File: src/rtl/shift_alu.sv
// Single-cycle execute-stage ALU: add/sub, bitwise logic and three barrel shifts.
// The result and carry/shift-out flag are registered; the only state is the output register.
module shift_alu #(
    parameter int WIDTH = 16
) (
    input  logic             clk,
    input  logic             reset,
    input  logic [2:0]       op,
    input  logic [WIDTH-1:0] i0,
    input  logic [WIDTH-1:0] i1,
    output logic [WIDTH-1:0] outp,
    output logic             cout
);

    localparam int SH_W = $clog2(WIDTH);

    typedef enum logic [2:0] {
        OP_ADD = 3'b000,
        OP_SUB = 3'b001,
        OP_AND = 3'b010,
        OP_OR  = 3'b011,
        OP_XOR = 3'b100,
        OP_SLL = 3'b101,
        OP_SRL = 3'b110,
        OP_SRA = 3'b111
    } op_t;

    // Returns {shifted_out_bit, result}. The extra MSB catches the last bit leaving the word.
    function automatic logic [WIDTH:0] shift_left(
        input logic [WIDTH-1:0] a,
        input logic [SH_W-1:0]  sh
    );
        logic [WIDTH:0] ext;
        ext = {1'b0, a} << sh;
        return ext;
    endfunction

    // A guard bit below the LSB catches the last bit shifted out; sh=0 leaves it zero.
    function automatic logic [WIDTH:0] shift_right(
        input logic [WIDTH-1:0] a,
        input logic [SH_W-1:0]  sh,
        input logic             arith
    );
        logic signed [WIDTH:0] ext;
        logic signed [WIDTH:0] shifted;
        ext = $signed({a, 1'b0});
        if (arith) begin
            shifted = ext >>> sh;
        end else begin
            shifted = ext >> sh;
        end
        return {shifted[0], shifted[WIDTH:1]};
    endfunction

    op_t                 op_sel;
    logic [SH_W-1:0]     sh;
    logic [WIDTH:0]      res;

    assign op_sel = op_t'(op);
    assign sh     = i1[SH_W-1:0];

    always_comb begin
        res = '0;
        case (op_sel)
            OP_ADD:  res = {1'b0, i0} + {1'b0, i1};
            OP_SUB:  res = {1'b0, i0} + {1'b0, ~i1} + {{WIDTH{1'b0}}, 1'b1};
            OP_AND:  res = {1'b0, i0 & i1};
            OP_OR:   res = {1'b0, i0 | i1};
            OP_XOR:  res = {1'b0, i0 ^ i1};
            OP_SLL:  res = shift_left(i0, sh);
            OP_SRL:  res = shift_right(i0, sh, 1'b0);
            OP_SRA:  res = shift_right(i0, sh, 1'b1);
            default: res = '0;
        endcase
    end

    // Output register stage
    always_ff @(posedge clk) begin
        if (reset) begin
            outp <= '0;
            cout <= 1'b0;
        end else begin
            outp <= res[WIDTH-1:0];
            cout <= res[WIDTH];
        end
    end

endmodule

File: config.mk
export PLATFORM = sky130hd
export DESIGN_NAME = shift_alu
export DESIGN_NICKNAME = d
export VERILOG_FILES = /design/src/rtl/shift_alu.sv
export SDC_FILE = /design/constraint.sdc
export NUM_CORES = 1
export LEC_CHECK = 0
export CELL_PAD_IN_SITES_DETAIL_PLACEMENT = 0
export CELL_PAD_IN_SITES_GLOBAL_PLACEMENT = 1
export CORE_UTILIZATION = 42
export DETAILED_ROUTE_END_ITERATION = 8
export PLACE_DENSITY_LB_ADDON = 0.1
export SETUP_SLACK_MARGIN = 0.5
export SYNTH_ARGS = -nofsm -noshare
export SYNTH_HDL_FRONTEND = slang
export SYNTH_SLANG_ARGS = --single-unit
File: constraint.sdc
create_clock -name clk -period 4.2 [get_ports clk]
set_input_delay 1.26 -clock clk [delete_from_list [all_inputs] [get_ports clk]]
set_output_delay 1.26 -clock clk [all_outputs]
set_load 0.01 [all_outputs]
# Word-level counts from Yosys, hierarchy flattened
# Cells that the tools add are included.
dict set report word_totals {
  reg_bits 17
}
dict set report op_classes {
  n_eq_ne 7
  shifts 3
  bitwise_logic 4
  addsub 3
  reduce_logical 1
  mux 1
}
# cell n
set op_table {}
lappend op_table {{$pmux 17 s8} 1}
lappend op_table {{$add 16x16->17} 2}
lappend op_table {{$add 17x1->17 const B} 1}
lappend op_table {{$shl 16x4->17} 1}
lappend op_table {{$shr 17x4->17} 1}
lappend op_table {{$sshr 17x4->17} 1}
lappend op_table {{$and 16x16->16} 1}
lappend op_table {{$not 16->16} 1}
lappend op_table {{$or 16x16->16} 1}
lappend op_table {{$xor 16x16->16} 1}
lappend op_table {{$eq 3x3->1 const B} 4}
lappend op_table {{$eq 3x2->1 const B} 2}
lappend op_table {{$eq 3x1->1 const B} 1}
lappend op_table {{$logic_not 3->1} 1}

# Depth between registers and ports, before layout
dict set report depth {
  ltp_word 4
  mapped_depth 12
  ltp_nobuf 10
}

# Worst setup path before layout
# Ideal clock, no wire load.
dict set report synth_timing {
  path_kind {input -> register}
  start {input i1[2]}
  end {register cout}
  required_time_ns 4.058
  cell_stages 12
  setup_ns 0.142
  slack_ns 0.494
  arrival_ns 3.565
  path_cell_list {buf_2 > clkinv_1 > buf_1 > ha_1 > buf_4 > nor3_1 > o31ai_2 > a21boi_1 > a211oi_2 > o21ai_1 > a2111oi_0 > a311oi_1}
}
dict set report synth_via {
  elab_chain_len 4
  word_cells_on_any_way 8
  classes_between {3 x add/sub; 3 x shift; 1 x mux; 1 x bitwise}
}
# element line_no
set synth_lines {}
lappend synth_lines {{start, declared} 10} ;# input logic [WIDTH-1:0] i1,
lappend synth_lines {{$not 16->16} 66} ;# OP_SUB: res = {1'b0, i0} + {1'b0, ~i1} + {{WIDTH{1'b0}}, 1'b1};
lappend synth_lines {{$add 16x16->17} 66}
lappend synth_lines {{$add 17x1->17} 66}
lappend synth_lines {{$pmux 17 s8 *} 64} ;# case (op_sel)
lappend synth_lines {{end signal, assigned} 84} ;# cout <= res[WIDTH];
lappend synth_lines {{end, declared} 12} ;# output logic cout
# Mark *: on every way between the ends. The rest lies on a longest branch, timed or not.
# A chain may end at the register's enable or synchronous reset.

# Final worst setup path
dict set report layout_timing {
  start {input i1[3]}
  end {register outp[9]}
}
dict set report layout_via {
  elab_chain_len 4
  word_cells_on_any_way 8
  classes_between {3 x add/sub; 3 x shift; 1 x mux; 1 x bitwise}
}
# element line_no
set layout_lines {}
lappend layout_lines {{$not 16->16} 66}
lappend layout_lines {{$add 16x16->17} 66}
lappend layout_lines {{$add 17x1->17} 66}
lappend layout_lines {{$pmux 17 s8 *} 64}
lappend layout_lines {{end signal, assigned} 83} ;# outp <= res[WIDTH-1:0];
lappend layout_lines {{end, declared} 11} ;# output logic [WIDTH-1:0] outp,
# Marks and branches as above.

==> results.yml <==
outcome:
  outcome: "completed"
logic_synthesis:
  synthTopCellsByArea: "ha_1 (14%), dfxtp_1 (7.8%), a21oi_1 (6.7%)"
  synth_top_family_by_area: "compound AO/OA/AOI/OAI gates"
  synthXorXnorAreaFrac_pct: 3.80
  netlist.area_leader.share_pct: 14.0
  netlist_area_um2: 4380
  ys_warn_count: 0
  synth-adder-area-share_pct: 14.9
  synth_ff_type: "dfxtp_1"
  synth_top_area_cell: "ha_1"
  netlist_instances: 619
  synth_edf_count: 0
  synthMuxAreaShare_pct: 12.6
  synth-simple-area-share_pct: 18.2
  syn_avg_cell_area_um2: 7.08
  ys_seq_area_share_pct: 7.77
  synthArstFlopShare_pct: 0
  synthTopCellsByCount: "nor2_1 (61), a21oi_1 (59), ha_1 (49), inv_1 (47), nand2_1 (39)"
  post-synth-top-count-cell: "nor2_1"
  synth_nets: 707
  synth_compound_area_share_pct: 32.8
  ys_types: 74
  synth_seq_cells: 17
drt:
  viasPerCell: 6.22
  vias: 5057
  drc: 0
  drt-initial-drc-count: 465
  wl_per_cell_um: 21.1
  ant_nets: 0
  routed_wl_um: 17200
  dr.pass1.iters: 5
die:
  std_cell_rows: 36
  die_y_um: 104
  die_width_um: 104
  die_area_um2: 10800
  initial_core_util_pct: 44.0
  core-area_um2: 9950
  ios: 54
power_and_ir_drop:
  max-vdd-ir-drop_mv: 0.0964
  leakage_nw: 2.25
  combPwrFrac_pct: 68.3
  internal-power_mw: 0.544
  switching_share_pct: 45.9
  pwr_density_cell_nw_per_um2: 186
  net-switching-power_mw: 0.461
  pwr-share-seq_pct: 18.2
  power_mw: 1.01
  pwr-share-clk_pct: 13.6
global_route:
  grt_pass1_vias: 4754
  gr-total-overflow: 0
  groute.usage.overall_pct: 31.6
  antenna_found_initial: 0
  grt_pass1_wl_um: 26900
  grt_max_degree: 42
layout:
  diodes: 0
  nFillCells: 986
  fin_nets: 769
  final-instance-count-excl-fill: 813
  drive_above_1_share_pct: 15.4
  area_delta_synth_final_pct: 23.6
cts:
  ctsHtreeMaxLevel: 1
  hold_buffers: 0
  cts_tree: "built"
  clk_path_buf_depth: 2
  cts-buffers-inserted: 3
  cts_sinks: 17
  cts-root-buf: "clkbuf_8"
  cts.clk_slew.worst_paths_ns: 0.08
worst_setup_path:
  cp-end-kind: "register"
  critical_path_required_ns: 4.35
  cp_max_fo: 8
  cp_slowest_cell: "clkdlybuf4s50_1"
  cp-start-kind: "input port"
  cp_top_family: "buffers and inverters"
  worst-setup-path-type: "in -> reg"
  cp_num_buf_inv: 4
  path_cells: "clkdlybuf4s50_1, inv_1, ha_1, buf_4, nor2_1, a211oi_2, buf_4, o21ai_0, a21oi_1, xnor2_1, nor2_1, o41a_1"
  cp_slowest_stage_delay_ns: 0.49
  arrival_ns: 3.74
placement:
  portBuffers: 53
  dpl.hpwl_um: 13600
  gp_congestion: 0.972
  dp.cells: 802
timing:
  hold_violations: 0
  rsz0062_at_grt: "false"
  finalCritPeriodShare_pct: 85.4
  drv_slew: 0
  min_period_ns: 3.59
  worst-slew-pin-transition_ns: 0.883
  setup_violations: 0
  maxSlewHeadroom_pct: 40.9
  fin_setup_tns_ns: 0
  whs_ns: 1.72
  max_freq_mhz: 279
run:
  max_cap_viol_count: 0
min_path:
  hold_path_class: "in -> reg"
## worst min-delay path, cell delays in order
cell	delay (ns)
dlymetal6s2s_1	0.16
inv_2	0.09
ha_1	0.16
a32oi_1	0.06
a21oi_1	0.20
## cell families after synthesis
logic type | count (synthesis)
AOI/OAI and AO/OA | 215
and+or+nand+nor | 172
buffers and inverters | 101
adders and majority gates | 51
muxes | 44
xor gates and xnor gates | 19
DFF | 17
## area by class of cell
| class | instances | area (µm²) | share of cell area, % |
|---|---|---|---|
| clock buffer | 4 | 45.0 | 0.832 |
| inverter | 50 | 188 | 3.47 |
| sequential | 17 | 340 | 6.29 |
| tap | 133 | 166 | 3.07 |
| timing repair buffer | 108 | 942 | 17.4 |
| multi-input combinational | 501 | 3730 | 68.9 |
## state kept, by name, summed over array words and instances, names as in the netlist
register and flops:
outp 16, cout 1
## cell usage in the layout, fill, tap and decap left out, types with 5 or more instances in the layout
master	instances
a211o_1	7
a211oi_1	17
a21oi_1	57
a221oi_1	8
a31oi_1	12
buf_4	55
clkdlybuf4s50_1	49
dfxtp_1	17
ha_1	44
inv_1	45
inv_2	5
mux2_2	5
mux2i_1	28
mux4_2	8
nand2_1	39
nand2b_1	9
nand3_1	14
nor2_1	61
nor2b_1	8
nor3_1	16
nor4_1	5
o211ai_1	7
o21ai_0	26
o21ai_1	15
xnor2_1	15
## metal layers
metal | part of all wire (%) | track usage (%) | up-vias | wire [µm]
met1 | 45 | 45.5 | 2379 | 7700
met2 | 46 | 51.2 | 267 | 7940
met4 | 1.2 | 5.82 | 0 | 201
met3 | 7.7 | 3.13 | 21 | 1320
met5 | 0 | 0 | - | 0
li1 | - | - | 2390 | -
## per-stage QoR
step	util, %	setup WS (ns)	instance area, µm²
3_5_place_dp	52.1	0.0552	5180
3_3_place_gp	52.1	0.0745	5180
4_1_cts	52.9	0.503	5260
6_report	54.4	0.613	5410
2_1_floorplan	-	0.572	4380
5_1_grt	54.4	0.490	5410
## final timing paths
path	endpoint	from	slack, ns	cells after the start
worst max-delay path	outp[9]	i1[3]	0.61	12
worst min-delay path	outp[0]	i0[0]	1.72	5
## power groups by stage
stage	clock, mW	combinational, mW	sequential [mW]
finish	0.136	0.687	0.183
global route	0.144	0.742	0.184
CTS	0.135	0.647	0.183
detailed placement	0	0.638	0.187
global placement	0	0.639	0.187
floorplan	0	0.394	0.195
## what timing repair did
item | 4_1_cts | 5_1_grt
buffers inserted | 2 | 5
setup endpoints to repair | 7 | 11
pin swaps | 2 | 12
resized for setup | 6 | 25
Note: power is estimated with default switching activity, not from simulation.
==> RTL edit, RTL diff (same settings) <==
The output `outp` loses its register stage (`outp` becomes a continuous assignment).
--- a/src/rtl/shift_alu.sv
+++ b/src/rtl/shift_alu.sv
@@ -77,13 +77,13 @@
     // Output register stage
     always_ff @(posedge clk) begin
         if (reset) begin
-            outp <= '0;
             cout <= 1'b0;
         end else begin
-            outp <= res[WIDTH-1:0];
             cout <= res[WIDTH];
         end
     end
 
+    assign outp = res[WIDTH-1:0];
+
 endmodule
 
Formal check against the unedited RTL: not equivalent (a bounded check fails within 4 cycles, from zero or initial values and one cycle with reset high).
==> RTL edit against the original RTL <==
Area after synthesis fell by 4.3%. Largest cell class unchanged. Wire length up 16%. The flow now finishes with violations (negative setup slack). Total power shrank 1.1%. Highest routed layer unchanged. Final area grew 33%. Worst setup slack got worse by 1.2 ns. Sequential cell count is 16 lower. Synthesized cell count shrank 3.9%.
==> RTL edit: results (changes against the original RTL) <==
* -0.570 ns — Worst Slack Setup Final, -1.18 ns
* 98.9% — Comb pwr share, +31 points
* 20.0 sq um — area of all sequential standard cells, -94%
* 683 — Mapped Nets, -3.4%
* 777 — number of fillers in the final layout, -21%
* 61.9% — routing usage on met2, +11 points
* reset — hold path start
* 16 — final-report setup violation count, +16
* finished, violations left — outcome
* 0.477% — sequential share of the synthesized area, -7.3 points
* 4270 sq um — area of combinational cells with multiple inputs, +15%
* 0.39 ns — CP peak stage delay, -0.10 ns
* 9300 um — met2 wirelength from detailed routing, +17%
* 912 — Inst Count DP, +14%
* 0 ns — clock slew seen by the registers of the worst setup and hold paths, -0.08 ns
* 483 — multi-input gates, -3.6%
* 5.99 — number of vias per cell after detailed routing, -3.6%
* 2 — worst hold path stage count, -3
* 47 — Non-Clock Inverter Count, -6.0%
* 29100 um — wire length of the first global-routing pass, +8.5%
* 919 — final-stage net count, +20%
* 36.5% — global router's overall resource usage, +4.9 points
* 393 — DRC marker count from the first detailed-route iteration, -15%
* 102 um — overall die width, -2.1%
* 5362 — vias in the first global route, +13%
* 73 — number of distinct library cell variants in the gate-level netlist after synthesis, -1.4%
* 1.82 ns — final hold slack, +0.101 ns
* sky130_fd_sc_hd__ha_1 (15%), sky130_fd_sc_hd__mux4_2 (9.7%), sky130_fd_sc_hd__a21oi_1 (6.2%) — most area-consuming cells after synthesis
* 0.0000917 V — worst ir drop on vdd, -4.9%
* 46.7% — met1 Usage GRT, +1.2 points
* -5.84 ns — setup tns final, -5.84 ns
* sky130_fd_sc_hd__a21oi_1 (52), sky130_fd_sc_hd__nand2_1 (52), sky130_fd_sc_hd__nor2_1 (51) — most frequent cells after synthesis
* outp[14] — capture point of the worst path
* 595 — number of instances in the synthesized netlist, -3.9%
* 3.69% — global routing usage on met3, +0.56 points
* negative setup slack — failing checks
-- RTL edit: changes by cell type after synthesis, moves of 7 or more --
cell / delta
sky130_fd_sc_hd__mux4_2: +10
sky130_fd_sc_hd__a211oi_1: -9
sky130_fd_sc_hd__buf_2: -10
sky130_fd_sc_hd__xnor2_1: -9
sky130_fd_sc_hd__a31oi_1: -8
sky130_fd_sc_hd__o21ai_0: +19
sky130_fd_sc_hd__nor2_1: -10
sky130_fd_sc_hd__buf_4: +15
sky130_fd_sc_hd__mux2i_1: -12
sky130_fd_sc_hd__nand2_1: +13
sky130_fd_sc_hd__clkbuf_8: +7
sky130_fd_sc_hd__a21oi_1: -7
sky130_fd_sc_hd__dfxtp_1: -16
-- RTL edit: cells by family after synthesis --
group,Yosys count,synth area share [%]
buffers and inverters,111,14.4
adders and majority gates,51,15.6
DFF,1,0.477
AOI/OAI and AO/OA,207,33.0
muxes,39,14.8
and+or+nand+nor,176,19.6
xor gates and xnor gates,10,2.09
